==> src/rtl/lsu_pkg.sv <==
// Shared types and encodings for the load/store unit.
// LT_* values must match the downstream load sign extender.
package lsu_pkg;

    typedef enum logic [2:0] {
        IDLE,
        REQ,
        RESP,
        DONE,
        ERR
    } lsu_state_t;

    localparam logic [2:0] F3_B  = 3'b000;
    localparam logic [2:0] F3_H  = 3'b001;
    localparam logic [2:0] F3_W  = 3'b010;
    localparam logic [2:0] F3_BU = 3'b100;
    localparam logic [2:0] F3_HU = 3'b101;

    localparam logic [1:0] LT_NONE = 2'd0;
    localparam logic [1:0] LT_BYTE = 2'd1;
    localparam logic [1:0] LT_HALF = 2'd2;

    // funct3[1:0] encodes access size for every legal load and store
    function automatic logic [3:0] size_mask(input logic [1:0] sz);
        case (sz)
            2'b00:   return 4'b0001;
            2'b01:   return 4'b0011;
            default: return 4'b1111;
        endcase
    endfunction

endpackage

==> src/rtl/lsu_align.sv <==
// Combinational lane steering: byte enables and store shifting one way,
// load data realignment and zero-padding the other.
module lsu_align
    import lsu_pkg::*;
#(
    parameter int DATA_WIDTH = 32
) (
    input  logic                  is_load,
    input  logic [2:0]            funct3,
    input  logic [1:0]            off,
    input  logic [DATA_WIDTH-1:0] wdata,
    input  logic [DATA_WIDTH-1:0] rdata,
    output logic [3:0]            be,
    output logic [DATA_WIDTH-1:0] wdata_sh,
    output logic                  err,
    output logic [DATA_WIDTH-1:0] rdata_al,
    output logic [1:0]            load_type
);

    logic                  legal;
    logic                  misaligned;
    logic [3:0]            base;
    logic [DATA_WIDTH-1:0] lane_mask;

    always_comb begin
        if (is_load) begin
            legal = funct3 inside {F3_B, F3_H, F3_W, F3_BU, F3_HU};
        end else begin
            legal = funct3 inside {F3_B, F3_H, F3_W};
        end

        case (funct3[1:0])
            2'b00:   misaligned = 1'b0;
            2'b01:   misaligned = off[0];
            default: misaligned = |off;
        endcase
        err = !legal || misaligned;

        base      = size_mask(funct3[1:0]);
        be        = base << off;
        lane_mask = {{8{base[3]}}, {8{base[2]}}, {8{base[1]}}, {8{base[0]}}};

        // loads never drive write lanes
        wdata_sh = is_load ? '0 : ((wdata & lane_mask) << {off, 3'b000});
        rdata_al = (rdata >> {off, 3'b000}) & lane_mask;

        case (funct3)
            F3_B:    load_type = LT_BYTE;
            F3_H:    load_type = LT_HALF;
            default: load_type = LT_NONE;
        endcase
    end

endmodule

==> src/rtl/load_store_unit.sv <==
// Memory-stage unit: takes one load/store from execute, issues one word-aligned
// req/gnt/rvalid bus transaction and returns aligned, zero-padded load data.
module load_store_unit
    import lsu_pkg::*;
#(
    parameter int DATA_WIDTH     = 32,
    parameter int REG_ADDR_WIDTH = 5
) (
    input  logic                      clk,
    input  logic                      rst_n,
    input  logic                      ex_valid,
    output logic                      ex_ready,
    input  logic                      ex_is_load,
    input  logic                      ex_is_store,
    input  logic [2:0]                ex_funct3,
    input  logic [DATA_WIDTH-1:0]     ex_addr,
    input  logic [DATA_WIDTH-1:0]     ex_wdata,
    input  logic [REG_ADDR_WIDTH-1:0] ex_rd,
    output logic                      mem_req,
    input  logic                      mem_gnt,
    output logic                      mem_we,
    output logic [DATA_WIDTH-1:0]     mem_addr,
    output logic [3:0]                mem_be,
    output logic [DATA_WIDTH-1:0]     mem_wdata,
    input  logic                      mem_rvalid,
    input  logic [DATA_WIDTH-1:0]     mem_rdata,
    output logic                      wb_valid,
    output logic [REG_ADDR_WIDTH-1:0] wb_rd,
    output logic [DATA_WIDTH-1:0]     wb_data,
    output logic [1:0]                wb_load_type,
    output logic                      misalign_err
);

    lsu_state_t                state_q, state_d;
    logic [2:0]                f3_q, f3_d;
    logic [DATA_WIDTH-1:0]     addr_q, addr_d;
    logic [DATA_WIDTH-1:0]     wdata_q, wdata_d;
    logic [REG_ADDR_WIDTH-1:0] rd_q, rd_d;
    logic                      is_load_q, is_load_d;
    logic [DATA_WIDTH-1:0]     wb_data_q, wb_data_d;
    logic [1:0]                wb_lt_q, wb_lt_d;

    logic                  in_idle;
    logic                  accept;
    logic                  al_is_load;
    logic [2:0]            al_f3;
    logic [1:0]            al_off;
    logic [DATA_WIDTH-1:0] al_wdata;
    logic [3:0]            al_be;
    logic [DATA_WIDTH-1:0] al_wdata_sh;
    logic                  al_err;
    logic [DATA_WIDTH-1:0] al_rdata;
    logic [1:0]            al_lt;

    assign in_idle = (state_q == IDLE);
    assign accept  = ex_valid && in_idle && (ex_is_load || ex_is_store);

    // One aligner serves both phases: it checks the incoming op while idle,
    // then steers the captured op during the bus transaction.
    assign al_is_load = in_idle ? ex_is_load      : is_load_q;
    assign al_f3      = in_idle ? ex_funct3       : f3_q;
    assign al_off     = in_idle ? ex_addr[1:0]    : addr_q[1:0];
    assign al_wdata   = in_idle ? ex_wdata        : wdata_q;

    lsu_align #(.DATA_WIDTH(DATA_WIDTH)) u_align (
        .is_load   (al_is_load),
        .funct3    (al_f3),
        .off       (al_off),
        .wdata     (al_wdata),
        .rdata     (mem_rdata),
        .be        (al_be),
        .wdata_sh  (al_wdata_sh),
        .err       (al_err),
        .rdata_al  (al_rdata),
        .load_type (al_lt)
    );

    always_comb begin
        state_d   = state_q;
        f3_d      = f3_q;
        addr_d    = addr_q;
        wdata_d   = wdata_q;
        rd_d      = rd_q;
        is_load_d = is_load_q;
        wb_data_d = wb_data_q;
        wb_lt_d   = wb_lt_q;
        case (state_q)
            IDLE: begin
                if (accept) begin
                    f3_d      = ex_funct3;
                    addr_d    = ex_addr;
                    wdata_d   = ex_wdata;
                    rd_d      = ex_rd;
                    is_load_d = ex_is_load;
                    state_d   = ((ex_is_load && ex_is_store) || al_err) ? ERR : REQ;
                end
            end
            REQ: begin
                if (mem_gnt) begin
                    state_d = is_load_q ? RESP : IDLE;
                end
            end
            RESP: begin
                if (mem_rvalid) begin
                    wb_data_d = al_rdata;
                    wb_lt_d   = al_lt;
                    state_d   = DONE;
                end
            end
            DONE:    state_d = IDLE;
            ERR:     state_d = IDLE;
            default: state_d = IDLE;
        endcase
    end

    always_ff @(posedge clk or negedge rst_n) begin
        if (!rst_n) begin
            state_q <= IDLE;
        end else begin
            state_q <= state_d;
        end
    end

    // Payload registers are only observed through state-gated outputs.
    always_ff @(posedge clk) begin
        f3_q      <= f3_d;
        addr_q    <= addr_d;
        wdata_q   <= wdata_d;
        rd_q      <= rd_d;
        is_load_q <= is_load_d;
        wb_data_q <= wb_data_d;
        wb_lt_q   <= wb_lt_d;
    end

    assign ex_ready     = in_idle;
    assign mem_req      = (state_q == REQ);
    assign mem_we       = mem_req && !is_load_q;
    assign mem_addr     = mem_req ? {addr_q[DATA_WIDTH-1:2], 2'b00} : '0;
    assign mem_be       = mem_req ? al_be : '0;
    assign mem_wdata    = mem_req ? al_wdata_sh : '0;
    assign wb_valid     = (state_q == DONE);
    assign wb_rd        = wb_valid ? rd_q : '0;
    assign wb_data      = wb_valid ? wb_data_q : '0;
    assign wb_load_type = wb_valid ? wb_lt_q : '0;
    assign misalign_err = (state_q == ERR);

endmodule

==> config.mk <==
export PLATFORM = sky130hd
export DESIGN_NAME = load_store_unit
export DESIGN_NICKNAME = d
export VERILOG_FILES = /design/src/rtl/lsu_pkg.sv /design/src/rtl/lsu_align.sv /design/src/rtl/load_store_unit.sv
export SDC_FILE = /design/constraint.sdc
export NUM_CORES = 1
export LEC_CHECK = 0
export ABC_AREA = 1
export ABC_CLOCK_PERIOD_IN_PS = 9950
export CAP_MARGIN = 20
export CORE_ASPECT_RATIO = 0.75
export CORE_UTILIZATION = 51
export CTS_BUF_LIST = sky130_fd_sc_hd__clkbuf_2 sky130_fd_sc_hd__clkbuf_4 sky130_fd_sc_hd__clkbuf_8
export DETAILED_ROUTE_END_ITERATION = 8
export PLACE_DENSITY = 0.88
export RECOVER_POWER = 100
export SLEW_MARGIN = 20
export SYNTH_ARGS = -nofsm -noshare
export SYNTH_HDL_FRONTEND = slang
export SYNTH_HIERARCHICAL = 1
export SYNTH_SLANG_ARGS = --single-unit
==> constraint.sdc <==
create_clock -name clk -period 9.95 [get_ports clk]
set_input_delay 0.995 -clock clk [delete_from_list [all_inputs] [get_ports clk]]
set_output_delay 0.995 -clock clk [all_outputs]
set_load 0.01 [all_outputs]
# Word-level counts from Yosys, hierarchy flattened
# Index checks and enable logic that the tools add are counted.
# classes
addsub	0
n_mul	0
div	0
order_cmp	0
eq_ne	12
shifts	3
n_mux	21
bitwise_logic	2
reduce_logical	18
# op_table
cell	count
32-bit 2-to-1 mux	5
32-bit AND	2
32-bit by 5-bit left shift with 32-bit output	1
32-bit by 5-bit right shift with 32-bit output	1
3-bit 2-to-1 mux	5
3-bit by 2-bit == test with 1-bit output, second input constant	3
3-bit == test, second input constant	3
3-bit case mux with 3 select lines	1
4-bit case mux with 2 select lines	1
3-bit by 1-bit == test with 1-bit output, second input constant	2
3-bit logical NOT	2
2-bit 2-to-1 mux	3
5-bit 2-to-1 mux	1
5-bit nonzero test	1
1-bit logical AND	4
4-bit 2-to-1 mux	1
2-bit by 1-bit != test with 1-bit output, second input constant	2
2-bit case mux with 2 select lines	1
2-bit AND reduction	2
4-bit by 2-bit left shift with 4-bit output	1
1-bit logical OR	3
3-bit AND reduction	1
3-bit nonzero test	1
2-bit by 1-bit == test with 1-bit output, second input constant	1
6 further kinds	8
# word_totals
register_bits	110
latch_bits	0
ram_bits	0
romBits	0
output_inout_bits	112
n_memories	0

# Logic depth before layout (Yosys ltp)
# depth
word_depth	11
ltp_mapped	18
mapped_depth_nobuf	15

# Modules after synthesis
# Netlist, hierarchy kept.
# modules_own_cells
module	n_inst	cells_per_inst	area_per_inst_um2	seq_area_each_um2
load_store_unit	1	494	5094.9	3288.2
lsu_align	1	304	1423.9	0.0

# Worst setup path before layout
# Ideal clock, no wire load.
# synth_path
path_kind	input port to flip-flop
startpoint	input ex_is_store
endpoint	register addr_q[0], enable pin
setup_time_ps	504
arrival_ps	4168
required_time_ps	9446
setup_slack_ps	5278
stages	2
cell_sequence	o21ai_0 -> nor2_1
# synth_via
elab_chain_cells	3
# synth_rtl
item	line_no	source
from (decl)	load_store_unit.sv:14	input logic ex_is_store,
1-bit logical OR	load_store_unit.sv:56	assign accept = ex_valid && in_idle && (ex_is_load || ex_is_store);
1-bit logical AND	load_store_unit.sv:56	
2-bit AND reduction (no line)	--	
to (signal assigned)	load_store_unit.sv:127	addr_q <= addr_d;
to (decl)	load_store_unit.sv:36	logic [DATA_WIDTH-1:0] addr_q, addr_d;
# Every way passes these cells.
# A chain may end at the register's enable or synchronous reset.

# Worst setup path after layout
# layout_path
startpoint	register state_q[0]
endpoint	output mem_wdata[29]
# layout_via
elab_chain_cells	8
elab_cells_between_ends	13
classes_between	eq/ne (2); shift (1); mux (7); bitwise (1); reduce/logical (2)
# layout_rtl
item	line_no	source
from (decl)	load_store_unit.sv:34	lsu_state_t state_q, state_d;
from (signal assigned)	load_store_unit.sv:120	state_q <= state_d;
3-bit logical NOT (*)	load_store_unit.sv:55	assign in_idle = (state_q == IDLE);
3-bit 2-to-1 mux (*)	load_store_unit.sv:61	assign al_f3 = in_idle ? ex_funct3 : f3_q;
named net al_f3[1]	load_store_unit.sv:46	logic [2:0] al_f3;
2-bit by 1-bit == test with 1-bit output / 2-bit logical NOT (equally long branches)	lsu_pkg.sv:25	case (sz)
4-bit case mux with 2 select lines (*)	lsu_pkg.sv:25	
32-bit AND (*)	lsu_align.sv:44	wdata_sh = is_load ? '0 : ((wdata & lane_mask) << {off, 3'b000});
32-bit by 5-bit left shift with 32-bit output (*)	lsu_align.sv:44	
32-bit 2-to-1 mux (*)	lsu_align.sv:44	
named net al_wdata_sh[29]	load_store_unit.sv:50	logic [DATA_WIDTH-1:0] al_wdata_sh;
32-bit 2-to-1 mux (*)	load_store_unit.sv:140	assign mem_wdata = mem_req ? al_wdata_sh : '0;
to (decl)	load_store_unit.sv:24	output logic [DATA_WIDTH-1:0] mem_wdata,
# The timed path passes the listed nets; every way through them passes the cells marked *.

==> summary.md <==
| Metric | Value |
|---|---|
| R2R Path End | wdata_q[8] |
| IO Pins | 223 |
| Clk Latency, worst-skew pair | 0.37 ns |
| Crit Path Max Fanout | 43 |
| Clock Pin Slew Worst Setup and Hold Paths | 0.10 ns |
| Nets@finish | 1100 |
| Tcrit/Tclk final | 0.7487 |
| Synthesis-stage register bit count | 110 |
| Required @ worst endpoint | 8.96 ns |
| Final Hold Viols | 0 |
| Largest net degree at the start of global routing | 85 |
| Post-DP HPWL | 11820 microns |
| Most common cell in the synthesized netlist | nand2_1 |
| Sequential-to-total area share from yosys stat | 0.5044 |
| Post-Syn Area | 6519 sq um |
| Worst hold start | state_q[2] |
| Drt first pass iters | 5 |
| Total negative slack | 0 ns |
| # DRC | 0 |
| Antenna violations before repair | 2 |
| Max clock buf depth | 2 |
| Failing checks | max-capacitance violations, max-slew violations |
| Core ar. | 12350 sq um |
| Depth of the worst hold-timing path | 3 |
| Async SR Flop Fraction | 0.02727 |
| Initial DRC count | 469 |
| Worst reg2reg path depth | 6 |
| Status | finished, violations left |
| Initial cell density of the core | 0.5279 |
| FF-to-FF Start | state_q[0] |
| Clock tree root buffer cell | clkbuf_8 |
| Routability Congestion | 0.8409 |
| Final min period | 7.449 ns |
| Cell area power density | 262.7 nW/um^2 |
| Row cnt | 35 |
| Number of global-route vias before repair | 5572 |
| Prevailing post-synth register cell | edfxtp_1 |
| Area grow syn2layout | 35.05% |
| CP arrival | 6.45 ns |
| Setup repair after global routing missed its margin | no |
| Global route overflow | 0 |
| Reg-to-reg slack, setup | 3.03 ns |
| Post-synth top area cell | edfxtp_1 |
| Num CTS Buffers | 9 |
| # port buffers | 220 |
| GR Util All Layers | 0.2550 |
| Clk_skew | 0.01085 ns |
| Number of library cell types mapped by synthesis | 25 |
| Synth top cells by count | nand2_1, inv_1, nor2_1 |
| Final Slew Violations | 115 |
| CP Launch Type | flop |
| Synth Instances | 798 |
| Crit end category | primary output |
| TritonCTS clock tree | built |
| Worst-Margin Slew | 2.806 ns |
| DIE AREA | 13240 sq um |
| Setup Buffers After CTS | 0 |
| Placed Instances | 1144 |
| Vias per std cell | 4.936 |
| Die height | 99.91 microns |
| Post_cts resized | 0 |
| Vias | 5736 |
| EDFF count, synth | 107 |
| Final non-filler cell total | 1162 |
| Global-route wire length before repair | 26610 microns |
| # hold bufs at CTS | 0 |
| Wire length per cell | 14.19 microns |
| Leakage | 0.004060 uW |
| Slew HR | -0.8774 |
| FMAX | 134.2 MHz |
| Post-route ant nets | 0 |
| Warnings from Yosys | 6 |
| H-tree levels | 3 |
| Max-cap viol count | 3 |
| Clock Sinks | 110 |
| Endpoint, Worst Hold | state_q[1] |
| Top area cells in the synthesized netlist | edfxtp_1, nand2_1, inv_1, nor2_1, nor2_4 |
| Maximum VDD drop | 0.1627 mV |
| Synth top area share | 0.4929 |
| Horiz. Die Dim | 132.5 microns |
| Setup violations, final | 0 |
| Final WL | 16490 microns |
| Mapped Avg Cell Area | 8.169 sq um |
| Crit path kind | reg2out |
| Layout cells sized above 1 | 0.06841 |
| Worst hold path class | reg2reg |
## stage by stage
step                        util  power (uW)  setup slack, ns  hold slack (ns)  instance area (sq um)
after floorplan                -        1767            5.278           0.5391                   6523
after global placement    0.6997        2029            4.446           0.5677                   8641
after detailed placement  0.6997        2068            4.668           0.5869                   8641
after CTS                 0.7152        2339            4.219           0.6002                   8832
after global routing      0.7129        2516            1.849           0.6583                   8803
final                     0.7129        2312            2.501           0.5954                   8803
## kinds of logic (layout without fill, tap and decap cells)
kind of cell | after synthesis | in the layout | synth area share
compound gates | 82 | 82 | 0.06679
buf+inv | 191 | 386 | 0.1367
flops | 110 | 110 | 0.5044
other cells | 1 | 4 | 0.0005753
simple gates | 414 | 414 | 0.2916
## worst max path at each step
stage / from / to / cells after the start
detailed placement: state_q[0] / mem_wdata[30] / 17
floorplan: ex_is_store / addr_q[0] / 2
global placement: state_q[0] / mem_wdata[27] / 17
global route: state_q[0] / mem_wdata[29] / 15
CTS: state_q[0] / mem_wdata[30] / 17
finish: state_q[0] / mem_wdata[29] / 15
## critical path, cell delays in order (launching register included)
cell	delay, ns
dfrtp_1	0.44
inv_1	0.08
nand2_1	0.08
nor2_1	1.93
inv_2	0.93
nand2_1	0.25
nand2_1	0.32
inv_1	0.20
nand2_1	0.57
nand3_1	0.30
nand3_1	0.09
nand2_1	0.08
inv_1	0.04
inv_1	0.08
nor2_4	0.04
dlygate4sd3_1	0.63
## placed cells by master, fill, tap and decap left out, drive strengths merged
cell	synthesis	final
conb	1	2
nand3	36	36
nor2	150	150
bufinv	0	1
dlygate4sd3	0	177
nand2	209	209
edfxtp	107	107
o21ai	28	28
a21oi	44	44
o21bai	1	1
diode	0	2
or2	8	8
dfrtp	3	3
clkbuf	4	11
nor3	11	11
inv	145	146
a22oi	9	9
clkdlybuf4s50	0	43
buf	42	4
clkinv	0	4
## report_power, final
part	total, uW	internal (uW)	leakage [uW]	switching [uW]
Clock	270	119	0.0000992	151
Sequential	670	644	0.00103	25.8
Combinational	1370	436	0.00293	936
## final cells by class
| cell class | count | area [sq um] |
|---|---|---|
| clock buffer | 10 | 131.4 |
| fill | 1017 | 3546 |
| antenna | 2 | 5.005 |
| sequential | 110 | 3288 |
| timing repair buffer | 225 | 2236 |
| inverter | 145 | 546.8 |
| tap | 166 | 207.7 |
| clock inverter | 6 | 60.06 |
| multi-input combinational | 498 | 2328 |
## layer usage
metal	part of all wire	track usage	routed length, microns
met5	0	0	0
met4	0.016	0.07162	257
met3	0.084	0.04495	1384
met2	0.50	0.4636	8288
met1	0.40	0.3136	6560
## flip-flops by register name, summed over array words and instances (netlist names)
register   flops
addr_q        32
wb_data_q     32
wdata_q       32
rd_q           5
f3_q           3
state_q        3
wb_lt_q        2
is_load_q      1
Power figures use the tool's default switching activity.
==> variant 1, RTL diff (same settings) <==
Reset style: synchronous (`rst_n`), changed in one clocked block.
--- a/src/rtl/load_store_unit.sv
+++ b/src/rtl/load_store_unit.sv
@@ -115,3 +115,3 @@
 
-    always_ff @(posedge clk or negedge rst_n) begin
+    always_ff @(posedge clk) begin
         if (!rst_n) begin
Function: differs if rst_n is asserted again (counterexample within 4 cycles, from zero or initial values and one cycle with rst_n low); with rst_n held inactive, the same outputs for 10 cycles.
==> variant 1 against the unedited design <==
The flow still finishes with violations (capacitance limit, slew limit); routed wire length is 0.47% higher; synthesized area is 3.5% lower; total power is 15% lower; sequential power hardly changed; global-route usage is 0.82 points higher; setup slack worse by 58 ps; non-clock buffer count is 1 lower; clock skew is 4.5 ps lower; sequential cell count stayed put; first-iteration DRC count is 15% higher; cell area is 2.3% lower; clock power is 8.9% lower; critical path depth stayed put; largest power group unchanged.
==> variant 1: results <==
set metrics [dict create \
    status "complete, but fails checks" \
    violations "capacitance limit, slew limit" \
    r2r-end "wdata_q[28]$_DFFE_PP_" \
    via_per_inst 5.023 \
    clock_power_share_pct 12.6 \
    drt_iter0_markers 539 \
    wl_per_cell_um 14.36 \
    timing.fmax_mhz 133.2 \
    met1_usage_pct 34.13 \
    synthTopCellsByCount "201 x nand2_1, 138 x nor2_1, 137 x inv_1, 107 x edfxtp_1, 43 x a21oi_1" \
    dp.cells 1137 \
    grt_usage_pct 26.32 \
    worstPathMaxFanout 84 \
    skew_ps 6.328 \
    yosysSeqAreaShare_pct 52.03 \
    critPathMaxStageDelay_ps 2010 \
    wl_met3_um 1441 \
    drive_gt1_share_pct 4.642 \
    min_from "state_q[1]$_SDFFE_PN0P_" \
    ys_types 27 \
    hold_depth 4 \
    antenna_found_initial 1 \
    place.gp.congestion 0.8991 \
    dp_hpwl_um 11860 \
    holdWs_ps 694.4 \
    cts_root_buf "clkbuf_8" \
    grtUsageMet3_pct 5.041 \
    postPlaceCellArea_sq_um 8467 \
    power.density_nw_per_um2 228.2 \
    met1_length_um 6806 \
    syn_avg_cell_area_sq_um 7.913 \
    cap_violations 4 \
    reg2reg_setup_slack_ps 3900 \
    grt_pass1_wl_um 26220 \
    async_flop_share_pct 0 \
    grt_pass1_vias 5406 \
    arrival_ps 6510 \
    gr-usage-met2_pct 44.97 \
    hold_end "state_q[1]$_SDFFE_PN0P_" \
    power.internal_mw 1.081 \
    post-place-ws_ps 4698 \
    fill_cells 914 \
    met2_length_um 8013 \
    cp-endpoint "mem_wdata[24]" \
    report.final.slew_viol_count 176 \
    vdd_ir_drop_max_mv 0.1268 \
]
[variant 1: cell types whose count changed after synthesis, sizes merged]
cell / change
nand2: -6
clkbuf: +4
nor3b: +1
nand3: +2
o21bai: -1
a21oi: -1
a21o: +1
dfxtp: +3
buf: -5
nor2: +2
nand4: +1
inv: -1
dfrtp: -3
[variant 1: final cells by class]
type / count / area, sq um / share of cell area, %
flip-flops and latches: 110 / 3273 / 38.05
repair buffers: 224 / 2228 / 25.91
multi-input cells: 497 / 2181 / 25.35
inverters: 144 / 540.5 / 6.284
well taps: 162 / 202.7 / 2.356
clock buffers: 9 / 123.9 / 1.440
clock inverters: 7 / 50.05 / 0.5818
diodes: 1 / 2.502 / 0.02909
[variant 1: kinds of logic after synthesis]
| kind of cell | count (synthesis) | synth area share, % |
|---|---|---|
| buffers and inverters | 189 | 13.13 |
| and+or+nand+nor | 414 | 27.94 |
| AOI/OAI and AO/OA | 81 | 6.842 |
| DFF | 110 | 52.03 |
| other | 1 | 0.05961 |
==> variant 2, RTL diff (config.mk and constraints unchanged) <==
Made on the original files. `REG_ADDR_WIDTH`: 5 -> 4.
--- a/src/rtl/load_store_unit.sv
+++ b/src/rtl/load_store_unit.sv
@@ -6,3 +6,3 @@
     parameter int DATA_WIDTH     = 32,
-    parameter int REG_ADDR_WIDTH = 5
+    parameter int REG_ADDR_WIDTH = 4
 ) (
Ports: changed (resized ex_rd and wb_rd); port bits go from 223 to 221. No check against the original RTL was run, so the function may have changed too.
==> variant 2 against the unedited design <==
The run still ends with capacitance limit, slew limit left; sequential cell count fell by 1; cell area barely moved; count of clock-buffer cells in the layout fell by 1; total power rose by 1.7%; largest power group unchanged; clock power rose by 9.6%; first-iteration DRC count rose by 22%; setup slack improved by 460 ps; core utilization fell by 0.061 points; routed wire length rose by 1.4%; synthesized area fell by 0.21%.
==> variant 2: results <==
set metrics [dict create \
    async_flop_share_pct 2.752 \
    syn-instance-count 795 \
    status "complete, but fails checks" \
    post-place-ws_ps 4724 \
    wl_per_cell_um 14.45 \
    place.gp.congestion 0.8811 \
    arrival_ps 5990 \
    via_per_inst 4.976 \
    drt_iter0_markers 571 \
    report.final.slew_viol_count 261 \
    worst_slew_pin_slew_ps 2563 \
    vdd_ir_drop_max_mv 0.1333 \
    synthTopCellsByArea "edfxtp_1 49%, nand2_1 12%, inv_1 7.8%" \
    setup_slack_ps 2961 \
    final_nets 1095 \
    yosysSeqAreaShare_pct 50.09 \
    synth-edff-count 106 \
    ys_types 24 \
    dp_hpwl_um 12070 \
    cap_violations 7 \
    worstPathMaxFanout 45 \
    synthTopCellsByCount "206 x nand2_1, 136 x inv_1, 106 x edfxtp_1, 105 x nor2_1, 44 x a21oi_1" \
    port_buffers 218 \
    fin_cells 1158 \
    fill_cells 989 \
    drive_gt1_share_pct 7.475 \
    violations "capacitance limit, slew limit" \
]
[variant 2: changes by cell type after synthesis, sizes merged]
cell	unedited run	this run
nor2	150	149
edfxtp	107	106
inv	145	144
[variant 2: report_power, final]
group | switching, mW | internal [mW]
clock | 0.153 | 0.143
sequential | 0.0273 | 0.641
combinational | 0.950 | 0.438
[variant 2: area by class of cell]
type	count	area, sq um	share of cell area [%]
flip-flops and latches	109	3258	37.04
multi-input cells	497	2355	26.77
repair buffers	224	2208	25.11
inverters	144	541.8	6.159
well taps	166	207.7	2.361
clock buffers	9	123.9	1.408
clock inverters	7	96.34	1.095
diodes	2	5.005	0.05690
[variant 2: final timing paths]
check                                       start                     end  slack (ps)  cells past startpoint
max in group asynchronous                   rst_n  state_q[0]$_DFFE_PN0P_        8950                      1
min                        state_q[2]$_DFFE_PN0P_  state_q[1]$_DFFE_PN0P_         610                      3
max reg2reg                state_q[0]$_DFFE_PN0P_    wdata_q[7]$_DFFE_PP_        3680                      6
min reg2reg                state_q[2]$_DFFE_PN0P_  state_q[1]$_DFFE_PN0P_         610                      3
max                        state_q[0]$_DFFE_PN0P_           mem_wdata[31]        2960                     16
min in group asynchronous                   rst_n  state_q[2]$_DFFE_PN0P_         860                      1
[variant 2: critical path, cell delays in order, from the launching register on]
cell,delay (ps)
dfrtp_1,450
inv_1,70
nand2_1,140
nor2_4,180
inv_1,860
nand2_1,100
nand2_1,90
clkbuf_1,1420
inv_1,940
nand3_1,280
nand2_1,70
inv_1,70
nand2_1,50
inv_1,60
inv_1,60
nor2_1,110
dlygate4sd3_1,650
[variant 2: stage by stage]
step	utilization [%]	hold slack, ps	total power, mW
after CTS	71.51	599.9	2.375
after detailed placement	69.73	585.7	2.077
final	71.23	606.3	2.353
after global routing	71.23	671.3	2.540
after global placement	69.73	568.1	2.043
after floorplan	-	539.1	1.760
[variant 2: cell families (layout without fill, tap and decap cells)]
| logic type | after synthesis | in the layout | share of synthesized area (%) |
|---|---|---|---|
| AO/OA/AOI/OAI | 82 | 82 | 6.693 |
| other | 1 | 4 | 0.05765 |
| AND/OR/NAND/NOR | 413 | 413 | 29.47 |
| buffers and inverters | 190 | 384 | 13.69 |
| flip-flops | 109 | 109 | 50.09 |
[variant 2: metal layers]
metal | GRT usage [%] | share of wire, % | wire (um) | vias up
li1 | - | - | - | 2834
met4 | 9.637 | 2.3 | 387 | 0
met3 | 4.343 | 8.0 | 1344 | 29
met1 | 32.35 | 41 | 6783 | 2612
met2 | 46.03 | 49 | 8212 | 287
met5 | 0 | 0 | 0 | -
